### src/rtl/mem_access_unit_if.sv
// Data-memory request/response bus between the memory-access unit (master)
// and the data memory (slave).
interface mem_access_unit_if;
    logic        mem_req;
    logic        mem_we;
    logic [63:0] mem_addr;
    logic [63:0] mem_wdata;
    logic        mem_ack;
    logic [63:0] mem_rdata;

    modport master (
        output mem_req, mem_we, mem_addr, mem_wdata,
        input  mem_ack, mem_rdata
    );

    modport slave (
        input  mem_req, mem_we, mem_addr, mem_wdata,
        output mem_ack, mem_rdata
    );
endinterface

### src/rtl/mem_access_unit.sv
// Pipeline MEM stage: passes ALU results through to MEM/WB, runs load/store
// handshakes with the data memory, stalls upstream and aborts on timeout.
module mem_access_unit (
    input  logic                      clk,
    input  logic                      reset,
    input  logic [4:0]                EX_MEM_rd,
    input  logic [63:0]               EX_MEM_mux_ALU,
    input  logic [63:0]               EX_MEM_mux_ForwardB,
    input  logic                      EX_MEM_ALUzero,
    input  logic                      EX_MEM_Branch,
    input  logic                      EX_MEM_MemRead,
    input  logic                      EX_MEM_MemWrite,
    input  logic                      EX_MEM_RegWrite,
    input  logic                      EX_MEM_MemtoReg,
    mem_access_unit_if.master         memBus,
    output logic                      stall,
    output logic                      pc_src,
    output logic                      mem_err,
    output logic [4:0]                MEM_WB_rd,
    output logic [63:0]               MEM_WB_readdata,
    output logic [63:0]               MEM_WB_aluresult,
    output logic                      MEM_WB_RegWrite,
    output logic                      MEM_WB_MemtoReg
);

    typedef enum logic [1:0] {
        IDLE  = 2'd0,
        BUSY  = 2'd1,
        ABORT = 2'd2
    } state_e;

    state_e      state_q, state_d;
    logic [7:0]  waitCnt_q, waitCnt_d;
    logic [63:0] capAddr_q, capAddr_d;
    logic [63:0] capWdata_q, capWdata_d;
    logic [4:0]  capRd_q, capRd_d;
    logic        capRegWrite_q, capRegWrite_d;
    logic        capMemtoReg_q, capMemtoReg_d;
    logic        capWrite_q, capWrite_d;
    logic [4:0]  wbRd_q, wbRd_d;
    logic [63:0] wbReaddata_q, wbReaddata_d;
    logic [63:0] wbAlu_q, wbAlu_d;
    logic        wbRegWrite_q, wbRegWrite_d;
    logic        wbMemtoReg_q, wbMemtoReg_d;

    logic        memOp;
    logic        reqC, weC, stallC, errC;
    logic [63:0] addrC, wdataC;

    assign memOp = EX_MEM_MemRead | EX_MEM_MemWrite;

    always_comb begin
        state_d       = state_q;
        waitCnt_d     = waitCnt_q;
        capAddr_d     = capAddr_q;
        capWdata_d    = capWdata_q;
        capRd_d       = capRd_q;
        capRegWrite_d = capRegWrite_q;
        capMemtoReg_d = capMemtoReg_q;
        capWrite_d    = capWrite_q;
        wbRd_d        = wbRd_q;
        wbReaddata_d  = wbReaddata_q;
        wbAlu_d       = wbAlu_q;
        wbRegWrite_d  = wbRegWrite_q;
        wbMemtoReg_d  = wbMemtoReg_q;
        reqC          = 1'b0;
        weC           = 1'b0;
        addrC         = 64'd0;
        wdataC        = 64'd0;
        stallC        = 1'b0;
        errC          = 1'b0;

        case (state_q)
            IDLE: begin
                if (memOp) begin
                    // A simultaneous read+write is treated as a write.
                    stallC        = 1'b1;
                    capAddr_d     = EX_MEM_mux_ALU;
                    capWdata_d    = EX_MEM_mux_ForwardB;
                    capRd_d       = EX_MEM_rd;
                    capRegWrite_d = EX_MEM_RegWrite;
                    capMemtoReg_d = EX_MEM_MemtoReg;
                    capWrite_d    = EX_MEM_MemWrite;
                    waitCnt_d     = 8'd0;
                    wbRegWrite_d  = 1'b0;
                    state_d       = BUSY;
                end else begin
                    wbRd_d       = EX_MEM_rd;
                    wbAlu_d      = EX_MEM_mux_ALU;
                    wbRegWrite_d = EX_MEM_RegWrite;
                    wbMemtoReg_d = EX_MEM_MemtoReg;
                end
            end
            BUSY: begin
                reqC   = 1'b1;
                weC    = capWrite_q;
                addrC  = capAddr_q;
                wdataC = capWdata_q;
                if (memBus.mem_ack) begin
                    if (!capWrite_q) begin
                        wbReaddata_d = memBus.mem_rdata;
                    end
                    wbRd_d       = capRd_q;
                    wbAlu_d      = capAddr_q;
                    wbRegWrite_d = capRegWrite_q;
                    wbMemtoReg_d = capMemtoReg_q;
                    state_d      = IDLE;
                end else begin
                    stallC       = 1'b1;
                    wbRegWrite_d = 1'b0;
                    if (waitCnt_q == 8'd255) begin
                        state_d = ABORT;
                    end else begin
                        waitCnt_d = waitCnt_q + 8'd1;
                    end
                end
            end
            ABORT: begin
                errC         = 1'b1;
                stallC       = 1'b1;
                wbRegWrite_d = 1'b0;
                state_d      = IDLE;
            end
            default: begin
                state_d = IDLE;
            end
        endcase
    end

    always_ff @(posedge clk) begin
        if (!reset) begin
            state_q       <= IDLE;
            waitCnt_q     <= 8'd0;
            capAddr_q     <= 64'd0;
            capWdata_q    <= 64'd0;
            capRd_q       <= 5'd0;
            capRegWrite_q <= 1'b0;
            capMemtoReg_q <= 1'b0;
            capWrite_q    <= 1'b0;
            wbRd_q        <= 5'd0;
            wbReaddata_q  <= 64'd0;
            wbAlu_q       <= 64'd0;
            wbRegWrite_q  <= 1'b0;
            wbMemtoReg_q  <= 1'b0;
        end else begin
            state_q       <= state_d;
            waitCnt_q     <= waitCnt_d;
            capAddr_q     <= capAddr_d;
            capWdata_q    <= capWdata_d;
            capRd_q       <= capRd_d;
            capRegWrite_q <= capRegWrite_d;
            capMemtoReg_q <= capMemtoReg_d;
            capWrite_q    <= capWrite_d;
            wbRd_q        <= wbRd_d;
            wbReaddata_q  <= wbReaddata_d;
            wbAlu_q       <= wbAlu_d;
            wbRegWrite_q  <= wbRegWrite_d;
            wbMemtoReg_q  <= wbMemtoReg_d;
        end
    end

    // While reset is held low the bus and control outputs are forced quiet,
    // even before the first reset edge has cleared the state register.
    assign memBus.mem_req   = reset & reqC;
    assign memBus.mem_we    = reset & weC;
    assign memBus.mem_addr  = reset ? addrC : 64'd0;
    assign memBus.mem_wdata = reset ? wdataC : 64'd0;
    assign stall            = reset & stallC;
    assign mem_err          = reset & errC;
    assign pc_src           = EX_MEM_Branch & EX_MEM_ALUzero;

    assign MEM_WB_rd        = wbRd_q;
    assign MEM_WB_readdata  = wbReaddata_q;
    assign MEM_WB_aluresult = wbAlu_q;
    assign MEM_WB_RegWrite  = wbRegWrite_q;
    assign MEM_WB_MemtoReg  = wbMemtoReg_q;

endmodule

### src/flat_wrapper.sv
// flat-port wrapper written by rule: the top's interface ports become plain ports
module mem_access_unit_flat 
  (clk, reset, EX_MEM_rd, EX_MEM_mux_ALU, EX_MEM_mux_ForwardB, EX_MEM_ALUzero, EX_MEM_Branch, EX_MEM_MemRead, EX_MEM_MemWrite, EX_MEM_RegWrite, EX_MEM_MemtoReg, stall, pc_src, mem_err, MEM_WB_rd, MEM_WB_readdata, MEM_WB_aluresult, MEM_WB_RegWrite, MEM_WB_MemtoReg, memBus_mem_req, memBus_mem_we, memBus_mem_addr, memBus_mem_wdata, memBus_mem_ack, memBus_mem_rdata);
  mem_access_unit_if memBus_i ();
  input  logic clk;
  input  logic reset;
  input  logic [4:0] EX_MEM_rd;
  input  logic [63:0] EX_MEM_mux_ALU;
  input  logic [63:0] EX_MEM_mux_ForwardB;
  input  logic EX_MEM_ALUzero;
  input  logic EX_MEM_Branch;
  input  logic EX_MEM_MemRead;
  input  logic EX_MEM_MemWrite;
  input  logic EX_MEM_RegWrite;
  input  logic EX_MEM_MemtoReg;
  output logic stall;
  output logic pc_src;
  output logic mem_err;
  output logic [4:0] MEM_WB_rd;
  output logic [63:0] MEM_WB_readdata;
  output logic [63:0] MEM_WB_aluresult;
  output logic MEM_WB_RegWrite;
  output logic MEM_WB_MemtoReg;
  output wire logic [$bits(memBus_i.mem_req)-1:0] memBus_mem_req;
  output wire logic [$bits(memBus_i.mem_we)-1:0] memBus_mem_we;
  output wire logic [$bits(memBus_i.mem_addr)-1:0] memBus_mem_addr;
  output wire logic [$bits(memBus_i.mem_wdata)-1:0] memBus_mem_wdata;
  input wire logic [$bits(memBus_i.mem_ack)-1:0] memBus_mem_ack;
  input wire logic [$bits(memBus_i.mem_rdata)-1:0] memBus_mem_rdata;
  assign memBus_mem_req = memBus_i.mem_req;
  assign memBus_mem_we = memBus_i.mem_we;
  assign memBus_mem_addr = memBus_i.mem_addr;
  assign memBus_mem_wdata = memBus_i.mem_wdata;
  assign memBus_i.mem_ack = memBus_mem_ack;
  assign memBus_i.mem_rdata = memBus_mem_rdata;
  mem_access_unit u_core (.clk(clk), .reset(reset), .EX_MEM_rd(EX_MEM_rd), .EX_MEM_mux_ALU(EX_MEM_mux_ALU), .EX_MEM_mux_ForwardB(EX_MEM_mux_ForwardB), .EX_MEM_ALUzero(EX_MEM_ALUzero), .EX_MEM_Branch(EX_MEM_Branch), .EX_MEM_MemRead(EX_MEM_MemRead), .EX_MEM_MemWrite(EX_MEM_MemWrite), .EX_MEM_RegWrite(EX_MEM_RegWrite), .EX_MEM_MemtoReg(EX_MEM_MemtoReg), .memBus(memBus_i), .stall(stall), .pc_src(pc_src), .mem_err(mem_err), .MEM_WB_rd(MEM_WB_rd), .MEM_WB_readdata(MEM_WB_readdata), .MEM_WB_aluresult(MEM_WB_aluresult), .MEM_WB_RegWrite(MEM_WB_RegWrite), .MEM_WB_MemtoReg(MEM_WB_MemtoReg));
endmodule
### config.mk
export PLATFORM = sky130hd
export DESIGN_NAME = mem_access_unit_flat
export DESIGN_NICKNAME = d
export VERILOG_FILES = /design/src/rtl/mem_access_unit_if.sv /design/src/rtl/mem_access_unit.sv /design/src/flat_wrapper.sv
export SDC_FILE = /design/constraint.sdc
export NUM_CORES = 1
export LEC_CHECK = 0
export ABC_AREA = 1
export CORE_UTILIZATION = 30
export CTS_CLUSTER_SIZE = 30
export DETAILED_ROUTE_END_ITERATION = 8
export GPL_TIMING_DRIVEN = 0
export PLACE_DENSITY = 0.71
export SYNTH_ARGS = -nofsm -noshare
export SYNTH_HDL_FRONTEND = slang
export SYNTH_SLANG_ARGS = --single-unit
### constraint.sdc
create_clock -name clk -period 1.8 [get_ports clk]
set_input_delay 0.18 -clock clk [delete_from_list [all_inputs] [get_ports clk]]
set_output_delay 0.18 -clock clk [all_outputs]
set_load 0.02 [all_outputs]
==> flow_summary.json, run 1 <==
{
  "fin_crit_ps": 2230,
  "rsz0062_at_grt": "yes",
  "clockPowerShare_pct": 32.0,
  "mappedNetlistArea_sq_um": 11500,
  "ios": 474,
  "die_x_microns": 198,
  "drt_iter0_markers": 567,
  "clock.fmax_ghz": 0.449,
  "yosys_warnings": 0,
  "grt_usage_pct": 22.9,
  "rows": 71,
  "worst_setup_path_end_kind": "primary output",
  "worst-setup-path-type": "flop to primary output",
  "maxCapViolations": 0,
  "synth_compound_area_share_pct": 24.1,
  "tightest_slew_ps": 853,
  "final_cell_area_sq_um": 20500,
  "setup_viol": 261,
  "synth_top_family_by_area": "compound AO/OA/AOI/OAI gates",
  "core-area_sq_um": 37700,
  "setup_ws_ps": -426,
  "synth_area_per_cell_sq_um": 7.19,
  "finalMaxSlewViolations": 0,
  "routed_wirelength_mm": 49.3,
  "vias_per_cell": 4.82,
  "path_clk_slew_ps": 70,
  "arrival_ps": 2050,
  "swShare_pct": 32.5,
  "clk-insertion-delay-late_ps": 570,
  "hold_class": "input pin to flop",
  "p_total_uw": 20500,
  "gp_congestion": 0.867,
  "p_leak_uw": 0.00871,
  "synth.area.mux_share_pct": 0,
  "die_y_microns": 198,
  "postRouteAntennaNets": 0,
  "ys_seq_area_share_pct": 49.0,
  "post_dp_cell_area_sq_um": 16800,
  "tns_ps": -56760,
  "grt_start_max_net_pins": 15,
  "drc": 0,
  "area_delta_synth_final_pct": 78.6,
  "status": "finished with violations",
  "wire_per_inst_microns": 18.4,
  "synth_xor_area_share_pct": 0,
  "yosys.area_share.simple_pct": 13.9,
  "synth.distinct_cells": 23,
  "fin_util_pct": 54.4,
  "postSynth.asyncResetShare_pct": 0,
  "die_area_sq_um": 39000,
  "numCtsBuffers": 31,
  "cts_sinks": 281,
  "violations": "setup timing",
  "first_pass_iters": 6,
  "critPathMaxFanout": 10,
  "peakVddDrop_mv": 1.01,
  "cts_buffer_depth": 3,
  "fin_nets": 2363,
  "synth_edf_count": 0,
  "power.density_nw_per_um2": 1000,
  "skew_ps": 12.0,
  "crit_required_ps": 1620,
  "seq_power_share_pct": 36.7,
  "pre_cts_slack_ps": -1060,
  "cts_tree": "built",
  "synth-adder-area-share_pct": 0.655,
  "overflow": 0,
  "antenna_found_initial": 0,
  "h-tree-depth": 1,
  "layout-drive-gt1-share_pct": 25.7,
  "synth-main-ff-cell": "dfxtp_1",
  "num_vias": 13000,
  "grt_pass1_wl_mm": 69.8,
  "worst_setup_path_start_kind": "flop",
  "postCtsHoldBufs": 0,
  "initial_core_util_pct": 30.5,
  "portBuffers": 472,
  "hold_viol": 0,
  "hpwl_mm": 33.8,
  "cts_root_buf": "clkbuf_16",
  "ys_ff_latch": 281,
  "fin_crit_sh_pct": 124,
  "p_sw_uw": 6670,
  "netlist_instances": 1596,
  "p_int_uw": 13900,
  "combPwrFrac_pct": 31.3,
  "syn_nets": 1808,
  "first_global_vias": 12700,
  "slew_headroom_pct": 43.1
}
==> registers in the layout, summed over array words and instances, names as in the netlist, 2 cells and up <==
register,cells
u_core.MEM_WB_aluresult,64
u_core.capRd_q,5
u_core.MEM_WB_readdata,64
u_core.state_q,2
u_core.MEM_WB_rd,5
u_core.waitCnt_q,8
u_core.capAddr_q,64
u_core.capWdata_q,64
==> synth_stat cells (2+ instances only) <==
library cell | count | area share, %
nor3_1 | 2 | 0.087
nand4_1 | 2 | 0.11
nand3_1 | 14 | 0.61
clkbuf_1 | 55 | 1.8
o21ai_0 | 305 | 13
nand2_1 | 120 | 3.9
buf_6 | 5 | 0.49
dfxtp_1 | 281 | 49
inv_2 | 2 | 0.065
ha_1 | 6 | 0.65
inv_1 | 224 | 7.3
buf_2 | 54 | 2.4
o21ai_1 | 36 | 1.6
buf_1 | 4 | 0.13
a21oi_1 | 206 | 9.0
nand3b_1 | 3 | 0.20
nor2_1 | 271 | 8.9
==> path summary, 6_finish.rpt <==
| path | start | slack [ps] | depth (start not counted) | to |
|---|---|---|---|---|
| min reg2reg | u_core.MEM_WB_aluresult[42] | 440 | 2 | u_core.MEM_WB_aluresult[42] |
| max reg2reg | u_core.state_q[1] | -210 | 11 | u_core.MEM_WB_aluresult[16] |
| max | u_core.state_q[1] | -430 | 9 | memBus_mem_wdata[44] |
| min | EX_MEM_mux_ALU[23] | 170 | 3 | u_core.capAddr_q[23] |
==> power by group through the flow <==
stage          clock (uW)  combinational [uW]  sequential [uW]
4_1_cts              6660                5660             7440
3_5_place_dp            0                4860             7560
2_1_floorplan           0                2020             8010
3_3_place_gp            0                4800             7530
6_report             6580                6430             7530
5_1_grt              6920                6870             7620
==> metal layers <==
metal	GRT usage [%]	wire (microns)	vias to the layer above
met3	8.04	4630	75
met4	5.80	1160	0
met1	24.3	18400	6135
met2	42.7	25200	526
met5	0	0	-
li1	-	-	6217
==> repair_timing <==
action                                  CTS  global route
endpoints found under the setup margin  372           396
endpoints found under the hold margin     0             0
resized for setup                       989           407
pin swaps                                10            41
cloned                                    7            16
buffers inserted                         19            13
==> final cells by class <==
type	count	area, sq um
multi-input combinational	970	5700
buffer	115	1020
inverter	226	863
tap	511	639
antenna	1	2.50
timing repair buffer	526	5580
clock buffer	38	842
sequential	281	5630
fill	3313	17200
clock inverter	17	205
==> cells by family (layout without fill, tap and decap cells) <==
logic type,after synthesis,after routing
compound gates,550,550
fa+ha+maj,6,6
buf+inv,345,922
flops,281,281
other cells,0,1
simple gates,414,414
==> worst max-delay path: stages (launching register included) <==
cell,delay [ps]
dfxtp_2,340
inv_4,60
ha_4,140
buf_8,130
buf_12,140
nand2_8,80
buf_12,160
buf_12,150
nor2_1,110
buf_4,160
==> stage by stage <==
stage | cells | hold slack, ps
after floorplan | 1596 | 315
after global placement | 2579 | 433
after detailed placement | 2579 | 436
after CTS | 2660 | 149
after global routing | 2684 | 167
final | 2685 | 170
==> cells in the final DEF, fill, tap and decap left out, drive strengths merged, types with 3 or more instances in the layout <==
| master | count |
|---|---|
| bufinv | 4 |
| nand2 | 120 |
| ha | 6 |
| dfxtp | 281 |
| clkdlybuf4s50 | 333 |
| dlymetal6s2s | 7 |
| inv | 227 |
| o21ai | 342 |
| a21oi | 207 |
| nand3b | 3 |
| buf | 225 |
| clkinv | 7 |
| nor2 | 271 |
| nand3 | 15 |
| clkbuf | 114 |
| clkinvlp | 5 |
(Power assumes the default switching activity.)
==> inputs of run 2 (changes only) <==
- CTS_CLUSTER_DIAMETER: not set -> 50
==> run 2 against run 1 <==
The run still ends with setup timing left. Via count decreased by 0.93%. Clock skew increased by 25 ps. Power increased by 1.2%. Clock-buffer cell count up 1. Routed wire length shrank 2.4%. Setup slack gained 12 ps. Sequential share of layout area grew 0.63 points. Core utilization is 1.2 points lower. Critical path depth is the same. Design area shrank 2.2%. First-iteration DRC count is 1.4% lower. Combinational power down 7.6%.
==> flow_summary.json, run 2 (synthesized netlist as in run 1, its figures left out) <==
{
  "status": "finished with violations",
  "violations": "setup timing",
  "fin_util_pct": 53.2,
  "peakVddDrop_mv": 0.739,
  "cts_sinks": 281,
  "initial_core_util_pct": 30.5,
  "clockPowerShare_pct": 35.3,
  "crit_required_ps": 1620,
  "final_cell_mix": "clkdlybuf4s50_1, dfxtp_1, o21ai_0",
  "setup_viol": 286,
  "fill_cells": 3425,
  "hold_class": "input pin to flop",
  "num_vias": 12800,
  "first_global_vias": 12600,
  "hp-start": "EX_MEM_mux_ALU[51]",
  "vias_per_cell": 4.76,
  "antenna_found_initial": 0,
  "clock.fmax_ghz": 0.452,
  "pre_cts_slack_ps": -1060,
  "wire_per_inst_microns": 17.9,
  "finalMaxSlewViolations": 0,
  "first_pass_iters": 5,
  "postRouteAntennaNets": 0,
  "routed_wirelength_mm": 48.1,
  "busiest_layer": "met2",
  "maxCapViolations": 0,
  "p_total_uw": 20800,
  "multiInputGateArea_sq_um": 5430,
  "path_clk_slew_ps": 70,
  "fin_crit_ps": 2210,
  "worst-setup-path-type": "flop to primary output",
  "tns_ps": -61580,
  "layout-drive-gt1-share_pct": 22.6,
  "cts_buffer_depth": 3,
  "p_sw_uw": 6860,
  "grt_use_met3_pct": 8.23,
  "postCtsHoldBufs": 0,
  "holdWs_ps": 198,
  "drc": 0,
  "power.density_nw_per_um2": 1040,
  "swShare_pct": 33.0,
  "grt_start_max_net_pins": 19,
  "arrival_ps": 2030,
  "tightest_slew_ps": 972,
  "area_delta_synth_final_pct": 74.6,
  "p_leak_uw": 0.00844,
  "seq_power_share_pct": 36.2,
  "grt_pass1_wl_mm": 68.3,
  "grt_usage_pct": 22.5,
  "startpoint": "u_core.state_q[1]",
  "r2r-start": "u_core.state_q[1]",
  "clk-insertion-delay-late_ps": 550,
  "worst_setup_path_start_kind": "flop",
  "die_x_microns": 198,
  "p_int_uw": 13900,
  "ios": 474,
  "die_area_sq_um": 39000,
  "skew_ps": 37.5,
  "overflow": 0,
  "fin_crit_sh_pct": 123,
  "rsz0062_at_grt": "yes",
  "core-area_sq_um": 37700,
  "numCtsBuffers": 36,
  "setup_ws_ps": -414,
  "gp_congestion": 0.867,
  "met2_usage_pct": 40.9,
  "drt_iter0_markers": 559,
  "use_met1_pct": 24.1,
  "fin_nets": 2370,
  "portBuffers": 472,
  "ff_latch_area_sq_um": 5630,
  "combPwrFrac_pct": 28.6,
  "hpwl_mm": 33.8,
  "slew_headroom_pct": 35.2,
  "cts_tree": "built",
  "antenna_cells": 0,
  "critPathMaxFanout": 10,
  "cts_root_buf": "clkbuf_16",
  "worst_setup_path_end_kind": "primary output",
  "die_y_microns": 198,
  "hold_viol": 0,
  "layout_commonest_cell": "clkdlybuf4s50_1",
  "h-tree-depth": 2,
  "rows": 71
}
==> run 2: cell count changes in the layout (fill, tap and decap cells not counted), moves of 11 or more <==
cell,delta
buf_2,+14
buf_4,+11
clkbuf_2,-11
nand2_1,+15
nand2_2,-17
o21ai_0,+40
o21ai_2,-33
==> run 2: what timing repair did <==
action                     4_1_cts  5_1_grt
pin swaps                        7       76
buffers inserted                13       28
cloned                           2       11
gates resized for setup        763      472
setup endpoints to repair      366      406
==> run 2: per-layer routing <==
| metal | vias up | part of all wire [%] |
|---|---|---|
| met3 | 84 | 9.5 |
| met4 | 0 | 2.6 |
| met5 | - | 0 |
| met2 | 559 | 50 |
| met1 | 5952 | 37 |
| li1 | 6238 | - |
==> run 2: worst max-delay path: stages (launching register included) <==
cell	delay, ps
dfxtp_4	350
inv_4	70
ha_4	140
buf_8	130
buf_12	150
nand2_8	80
buf_12	160
buf_6	150
nor2_1	110
buf_4	160
==> run 2: power groups by stage <==
stage	Combinational, uW	Clock (uW)	Sequential [uW]
after floorplan	2020	0	8010
after CTS	5210	7450	7440
final	5940	7340	7520
after global placement	4800	0	7530
after detailed placement	4860	0	7560
after global routing	6380	7720	7610
==> run 2: worst paths after layout <==
| path | to | slack [ps] | depth (start not counted) |
|---|---|---|---|
| worst min-delay path | u_core.capAddr_q[51] | 200 | 3 |
| worst min register to register | u_core.MEM_WB_aluresult[42] | 440 | 2 |
| worst max-delay path | memBus_mem_wdata[49] | -410 | 9 |
| worst max register to register | u_core.MEM_WB_aluresult[25] | -290 | 10 |
==> run 2: area by class of cell <==
cell class                 instances  share of cell area, %
buffer                           119                   4.57
multi-input combinational        970                   27.1
tap                              511                   3.19
clock buffer                      39                   4.71
inverter                         226                   4.29
sequential                       281                   28.1
timing repair buffer             524                   26.6
clock inverter                    25                   1.39
==> run 2: stage by stage <==
stage,cells,instance area [sq um]
global route,2695,20000
global placement,2579,16800
floorplan,1596,11500
detailed placement,2579,16800
finish,2695,20000
CTS,2658,18400
